File: src/rtl/mem_arbiter.sv
// mem_arbiter: N-channel arbiter in front of the shared SDRAM controller.
// Every requester gets a registered request/acknowledge handshake. Read data
// is latched once per completed read. A channel that holds lock keeps the
// memory for its next request without re-arbitration.
// Optional build macro MEM_ARB_RR_EN: channel 0 keeps absolute priority and
// channels 1..CHANNELS-1 share the memory round-robin. Without the macro,
// arbitration is pure fixed priority (the lowest index wins).
`timescale 1ns/1ps

module mem_arbiter #(
    parameter int CHANNELS = 4,
    parameter int AW       = 25,
    parameter int DW       = 8
) (
    input  logic                   clk_sys,
    input  logic                   nRESET,
    input  logic [CHANNELS-1:0]    req,
    input  logic [CHANNELS-1:0]    we,
    input  logic [CHANNELS-1:0]    lock,
    input  logic [CHANNELS*AW-1:0] addr,
    input  logic [CHANNELS*DW-1:0] din,
    output logic [CHANNELS-1:0]    grant,
    output logic [CHANNELS-1:0]    ack,
    output logic [DW-1:0]          dout,
    output logic [AW-1:0]          mem_addr,
    output logic [DW-1:0]          mem_din,
    output logic                   mem_we,
    output logic                   mem_rd,
    output logic                   mem_req,
    input  logic                   mem_ready,
    input  logic [DW-1:0]          mem_dout
);

    localparam int IW = (CHANNELS > 1) ? $clog2(CHANNELS) : 1;

    typedef enum logic [1:0] {
        S_IDLE = 2'd0,
        S_WAIT = 2'd1,
        S_DONE = 2'd2
    } state_t;

    state_t        r_state;
    logic [IW-1:0] r_owner;
    logic          r_lock_vld;
    logic [IW-1:0] r_lock_own;
`ifdef MEM_ARB_RR_EN
    logic [IW-1:0] r_rr_ptr;
    logic [IW:0]   w_rr_idx;
`endif

    logic          w_win_vld;
    logic [IW-1:0] w_win;
    logic [AW-1:0] w_addr [CHANNELS];
    logic [DW-1:0] w_din  [CHANNELS];

    // Unpack the flattened per-channel address and data buses.
    for (genvar gi = 0; gi < CHANNELS; gi++) begin : g_unpack
        assign w_addr[gi] = addr[gi*AW +: AW];
        assign w_din[gi]  = din[gi*DW +: DW];
    end

    // Winner selection: a live lock wins outright, otherwise priority applies.
    always_comb begin
        w_win_vld = 1'b0;
        w_win     = '0;
`ifdef MEM_ARB_RR_EN
        w_rr_idx  = '0;
`endif
        if (r_lock_vld && req[r_lock_own]) begin
            w_win_vld = 1'b1;
            w_win     = r_lock_own;
        end
`ifdef MEM_ARB_RR_EN
        else if (req[0]) begin
            w_win_vld = 1'b1;
            w_win     = '0;
        end else begin
            // Walk channels 1..CHANNELS-1 starting at the rotation pointer.
            for (int j = 0; j < CHANNELS-1; j++) begin
                w_rr_idx = {1'b0, r_rr_ptr} + (IW+1)'(j);
                if (w_rr_idx > (IW+1)'(CHANNELS-1))
                    w_rr_idx = w_rr_idx - (IW+1)'(CHANNELS-1);
                if (!w_win_vld && req[w_rr_idx[IW-1:0]]) begin
                    w_win_vld = 1'b1;
                    w_win     = w_rr_idx[IW-1:0];
                end
            end
        end
`else
        else begin
            // Scan downward so the lowest requesting index is the last written.
            for (int c = CHANNELS-1; c >= 0; c--) begin
                if (req[c]) begin
                    w_win_vld = 1'b1;
                    w_win     = IW'(c);
                end
            end
        end
`endif
    end

    // Arbitration FSM. All handshake and memory outputs are registered here.
    always_ff @(posedge clk_sys or negedge nRESET) begin
        if (!nRESET) begin
            r_state    <= S_IDLE;
            r_owner    <= '0;
            r_lock_vld <= 1'b0;
            r_lock_own <= '0;
`ifdef MEM_ARB_RR_EN
            r_rr_ptr   <= IW'(1);
`endif
            grant      <= '0;
            ack        <= '0;
            dout       <= '0;
            mem_addr   <= '0;
            mem_din    <= '0;
            mem_we     <= 1'b0;
            mem_rd     <= 1'b0;
            mem_req    <= 1'b0;
        end else begin
            case (r_state)
                S_IDLE: begin
                    ack <= '0;
                    // The lock lapses as soon as its owner stops requesting.
                    if (r_lock_vld && !req[r_lock_own])
                        r_lock_vld <= 1'b0;
                    if (w_win_vld) begin
                        r_owner  <= w_win;
                        grant    <= CHANNELS'(1) << w_win;
                        mem_addr <= w_addr[w_win];
                        mem_din  <= w_din[w_win];
                        mem_we   <= we[w_win];
                        mem_rd   <= ~we[w_win];
                        mem_req  <= 1'b1;
                        r_state  <= S_WAIT;
`ifdef MEM_ARB_RR_EN
                        if (w_win != '0)
                            r_rr_ptr <= (w_win == IW'(CHANNELS-1)) ? IW'(1) : w_win + IW'(1);
`endif
                    end
                end
                S_WAIT: begin
                    if (mem_ready) begin
                        if (mem_rd)
                            dout <= mem_dout;
                        mem_req <= 1'b0;
                        ack     <= CHANNELS'(1) << r_owner;
                        r_state <= S_DONE;
                    end
                end
                S_DONE: begin
                    // The owner's request is ignored here; only its lock is sampled.
                    ack        <= '0;
                    grant      <= '0;
                    mem_we     <= 1'b0;
                    mem_rd     <= 1'b0;
                    r_lock_vld <= lock[r_owner];
                    r_lock_own <= r_owner;
                    r_state    <= S_IDLE;
                end
                default: r_state <= S_IDLE;
            endcase
        end
    end

endmodule
File: config.mk
export PLATFORM = sky130hd
export DESIGN_NAME = mem_arbiter
export DESIGN_NICKNAME = d
export VERILOG_FILES = /design/src/rtl/mem_arbiter.sv
export SDC_FILE = /design/constraint.sdc
export NUM_CORES = 1
export LEC_CHECK = 0
export BUFFER_PORTS_ARGS = -buffer_cell sky130_fd_sc_hd__buf_2
export CAP_MARGIN = 25
export CELL_PAD_IN_SITES_DETAIL_PLACEMENT = 1
export CELL_PAD_IN_SITES_GLOBAL_PLACEMENT = 2
export CORE_MARGIN = 2
export CORE_UTILIZATION = 25
export CTS_CLUSTER_DIAMETER = 40
export CTS_CLUSTER_SIZE = 25
export DETAILED_ROUTE_END_ITERATION = 8
export PLACE_DENSITY = 0.95
export SETUP_SLACK_MARGIN = 0.4
export SLEW_MARGIN = 20
export SYNTH_ARGS = -nofsm -noshare
export SYNTH_HDL_FRONTEND = slang
export SYNTH_SLANG_ARGS = --single-unit
File: constraint.sdc
create_clock -name clk_sys -period 4.8 [get_ports clk_sys]
set_input_delay 0.24 -clock clk_sys [delete_from_list [all_inputs] [get_ports clk_sys]]
set_output_delay 0.24 -clock clk_sys [all_outputs]
set_load 0.02 [all_outputs]
==> metrics.txt <==
# TYPE chip_impl_metric gauge
chip_impl_metric{name="tritoncts.num_buffers",unit=""} 9
chip_impl_metric{name="seq_area_frac_synth",unit="%"} 43.64
chip_impl_metric{name="synth_seq_cells",unit=""} 59
chip_impl_info{name="synthFlopType",value="sky130_fd_sc_hd__dfrtp_1"} 1
chip_impl_metric{name="synth.avg_cell_area",unit="µm²"} 8.950
chip_impl_metric{name="place.gp.congestion",unit=""} 0.7657
chip_impl_metric{name="timing.critical_path.required",unit="ps"} 5030
chip_impl_metric{name="power.density_cell_area",unit="mW/mm²"} 631.0
chip_impl_metric{name="grt_max_degree",unit=""} 60
chip_impl_info{name="clock-root-buffer",value="sky130_fd_sc_hd__clkbuf_16"} 1
chip_impl_metric{name="max_slew_margin_vs_limit",unit="%"} 37.56
chip_impl_metric{name="number_of_hold_buffers_added_after_cts",unit=""} 0
chip_impl_metric{name="final.period_utilization",unit="%"} 52.23
chip_impl_metric{name="skew",unit="ps"} 6.885
chip_impl_metric{name="post_cts_resize_count",unit=""} 0
chip_impl_info{name="timing.hold.worst.class",value="primary input to async pin"} 1
chip_impl_metric{name="crit_arrival",unit="ps"} 2730
chip_impl_metric{name="place.detailed.hpwl",unit="µm"} 10230
chip_impl_metric{name="number_of_global_route_vias_before_repair",unit=""} 4346
chip_impl_metric{name="post_cts_buffers",unit=""} 0
chip_impl_metric{name="clock_tree.buffer_depth",unit=""} 2
chip_impl_metric{name="antenna_violations_before_repair",unit=""} 0
chip_impl_metric{name="final_period_minus_worst_setup_slack",unit="ps"} 2507
chip_impl_info{name="worstSetupStartpoint",value="r_lock_own[0]"} 1
chip_impl_metric{name="worst_r2r_path_depth",unit=""} 5
chip_impl_metric{name="global_route.usage.total",unit="%"} 19.88
chip_impl_info{name="critical_path.endpoint",value="mem_addr[0]"} 1
chip_impl_metric{name="synth-edff-count",unit=""} 0
chip_impl_info{name="crit_family",value="compound AO/OA/AOI/OAI gates"} 1
chip_impl_metric{name="cp.depth",unit=""} 5
chip_impl_metric{name="die_x",unit="µm"} 120.3
chip_impl_info{name="highest_count_cells_in_the_layout_ignoring_fill_and_taps",value="206 x sky130_fd_sc_hd__buf_2, 59 x sky130_fd_sc_hd__dfrtp_1, 48 x sky130_fd_sc_hd__nand2_1"} 1
chip_impl_metric{name="tritoncts_num_sinks",unit=""} 59
chip_impl_info{name="tritoncts",value="yes"} 1
chip_impl_metric{name="vias_per_cell",unit=""} 5.104
chip_impl_metric{name="synth-warning-count",unit=""} 0
chip_impl_metric{name="final_cell_count_no_fill",unit=""} 753
chip_impl_metric{name="starting_density",unit="%"} 25.55
chip_impl_metric{name="postSynthNetCount",unit=""} 533
chip_impl_metric{name="n_antenna_cell",unit=""} 0
chip_impl_info{name="most_common_cell_after_layout_fill_and_taps_aside",value="sky130_fd_sc_hd__buf_2"} 1
chip_impl_metric{name="synthesis.area",unit="mm²"} 0.003383
chip_impl_metric{name="htree_levels",unit=""} 3
chip_impl_metric{name="first_iter_violations",unit=""} 214
chip_impl_metric{name="worst-r2r-setup-slack",unit="ps"} 2290
chip_impl_metric{name="report.final.setup_viol",unit=""} 0
chip_impl_metric{name="netlist_instances",unit=""} 378
chip_impl_metric{name="fp.dieH",unit="µm"} 120.3
chip_impl_metric{name="route.detailed.drc",unit=""} 0
chip_impl_metric{name="max_cap_violations",unit=""} 0
chip_impl_metric{name="final-hold-violation-count",unit=""} 0
chip_impl_info{name="timing.critical_path.slowest_stage_cell",value="sky130_fd_sc_hd__a221oi_4"} 1
chip_impl_metric{name="vdd_drop_max",unit="V"} 0.0002088
chip_impl_metric{name="ys_types",unit=""} 36
chip_impl_info{name="worst_reg2reg_startpoint",value="r_lock_own[0]"} 1
chip_impl_info{name="cp_cell_sequence",value="mux2_4 > a221oi_4 > buf_4 > nand2_1 > a41oi_1"} 1
chip_impl_metric{name="timing.final.max_slew_violations",unit=""} 0
chip_impl_metric{name="net_count_reported_at_finish",unit=""} 727
chip_impl_info{name="grt_setup_unrepaired",value="false"} 1
chip_impl_metric{name="critical_path.max_fanout",unit=""} 21
chip_impl_info{name="worstSetupEndpointType",value="flop"} 1
chip_impl_metric{name="routed_wire_length_per_instance",unit="µm"} 18.88
chip_impl_metric{name="placementRows",unit=""} 42
chip_impl_metric{name="dp.cells",unit=""} 737
chip_impl_metric{name="register_clock_pin_slew_on_the_reported_worst_setup_and_hold_paths",unit="ps"} 50
chip_impl_metric{name="critical_path.n_buffers_inverters",unit=""} 1
chip_impl_metric{name="grt_remaining_overflow",unit=""} 0
chip_impl_info{name="critical_path.startpoint_type",value="flop"} 1
chip_impl_metric{name="drt_wl_total",unit="µm"} 14220
chip_impl_metric{name="syn2layout_area_growth",unit="%"} 45.34
chip_impl_metric{name="dr_total_vias",unit=""} 3843
chip_impl_metric{name="async_reset_ff_share",unit="%"} 100.0
chip_impl_metric{name="layout-drive-gt1-share",unit="%"} 46.27
chip_impl_metric{name="design.core.area",unit="mm²"} 0.01324
chip_impl_metric{name="port-buffer-count",unit=""} 206
chip_impl_info{name="outcome",value="complete, no violations"} 1
chip_impl_metric{name="timing.fmax",unit="GHz"} 0.3989
chip_impl_metric{name="final_antenna_net_count",unit=""} 0
chip_impl_metric{name="detail_route.first_pass.iterations",unit=""} 6
chip_impl_metric{name="grt_first_pass_wirelength",unit="µm"} 22560
chip_impl_metric{name="fill_cells",unit=""} 1650
chip_impl_metric{name="leakage_power",unit="nW"} 2.210
chip_impl_info{name="worst-setup-path-type",value="flop to flop"} 1
chip_impl_metric{name="biggest_cell_delay_along_the_critical_path",unit="ps"} 710
chip_impl_metric{name="setup_tns",unit="ps"} 0
chip_impl_metric{name="die-area",unit="mm²"} 0.01448
chip_impl_metric{name="top_level_ports",unit=""} 207
chip_impl_metric{name="clock_latency",unit="ps"} 320
chip_impl_info{name="timing.rr.end",value="mem_addr[0]"} 1
chip_impl_metric{name="tightestPinTransition",unit="ps"} 933.7
[Yosys cell counts, types with 2 or more instances]
cell	n	area (µm²)
sky130_fd_sc_hd__inv_1	5	18.77
sky130_fd_sc_hd__nand2b_1	4	25.02
sky130_fd_sc_hd__and2_1	2	12.51
sky130_fd_sc_hd__dfrtp_1	59	1476
sky130_fd_sc_hd__nor3b_1	3	22.52
sky130_fd_sc_hd__a41oi_1	14	122.6
sky130_fd_sc_hd__o21ai_1	26	130.1
sky130_fd_sc_hd__a41oi_2	19	309.1
sky130_fd_sc_hd__nand2_1	48	180.2
sky130_fd_sc_hd__nor2_1	38	142.6
sky130_fd_sc_hd__mux2_2	11	123.9
sky130_fd_sc_hd__nor2b_1	6	37.54
sky130_fd_sc_hd__a21oi_1	40	200.2
sky130_fd_sc_hd__o21ai_0	46	230.2
sky130_fd_sc_hd__clkbuf_1	27	101.4
sky130_fd_sc_hd__o21ba_2	2	20.02
sky130_fd_sc_hd__nor3_1	2	10.01
sky130_fd_sc_hd__nand3_1	5	25.02
sky130_fd_sc_hd__buf_2	4	20.02
[metal layers]
metal,wire length (µm),GRT usage (%)
met2,7357,35.55
met3,696,3.255
met1,5858,23.69
met4,308,7.994
met5,0,0
[sequential cells by signal, indices dropped and copies added (netlist names)]
name and cells:
r_lock_own 2, mem_we 1, ack 4, mem_din 8, grant 4, r_owner 2
r_lock_vld 1, mem_req 1, r_state 2, mem_addr 25, mem_rd 1, dout 8
[power breakdown]
| part | switching [mW] | internal, mW | leakage [nW] | total [mW] |
|---|---|---|---|---|
| logic | 0.982 | 0.601 | 1.38 | 1.58 |
| registers | 0.183 | 0.743 | 0.694 | 0.926 |
| clock network | 0.218 | 0.376 | 0.137 | 0.594 |
[how the worst min path moves through the flow]
stage | endpoint | cells after the start | startpoint | slack (ps)
final | mem_addr[21] | 2 | nRESET | 100
after global routing | dout[2] | 2 | mem_dout[2] | 150
after CTS | mem_addr[21] | 2 | nRESET | 130
after detailed placement | dout[5] | 2 | mem_dout[5] | 480
after global placement | dout[3] | 2 | nRESET | 470
after floorplan | ack[0] | 0 | nRESET | -60
[metrics by stage]
step | utilization (%) | setup WS [ps] | hold WS, ps | cell area [µm²] | total power [mW]
2_1_floorplan | - | 2798 | -55.59 | 3383 | 1.932
3_3_place_gp | 34.95 | 2348 | 468.7 | 4628 | 2.454
3_5_place_dp | 35.06 | 2261 | 482.4 | 4643 | 2.534
4_1_cts | 37.13 | 2245 | 127.8 | 4917 | 3.149
5_1_grt | 37.13 | 2116 | 147.2 | 4917 | 3.328
6_report | 37.13 | 2293 | 95.39 | 4917 | 3.103
[worst reg2reg max path: stages, from the launching register on]
cell,delay (ps)
sky130_fd_sc_hd__dfrtp_1,570
sky130_fd_sc_hd__mux2_4,380
sky130_fd_sc_hd__a221oi_4,710
sky130_fd_sc_hd__buf_4,420
sky130_fd_sc_hd__nand2_1,110
sky130_fd_sc_hd__a41oi_1,230
[area by class of cell]
cell class / instances / area [µm²] / share of cell area (%)
sequential: 59 / 1476 / 30.03
clock inverter: 2 / 10.01 / 0.2036
inverter: 5 / 18.77 / 0.3817
tap: 176 / 220.2 / 4.478
timing repair buffer: 215 / 1106 / 22.49
clock buffer: 14 / 264.0 / 5.369
multi-input combinational: 282 / 1822 / 37.05
[cell families (layout without fill, tap and decap cells)]
group	after synthesis	count (layout)	share of synthesized area, %
muxes	14	14	5.066
and+or+nand+nor	111	111	14.16
AOI/OAI and AO/OA	157	157	32.77
DFF	59	59	43.64
buffers and inverters	37	236	4.364
Power figures use the tool's default switching activity.
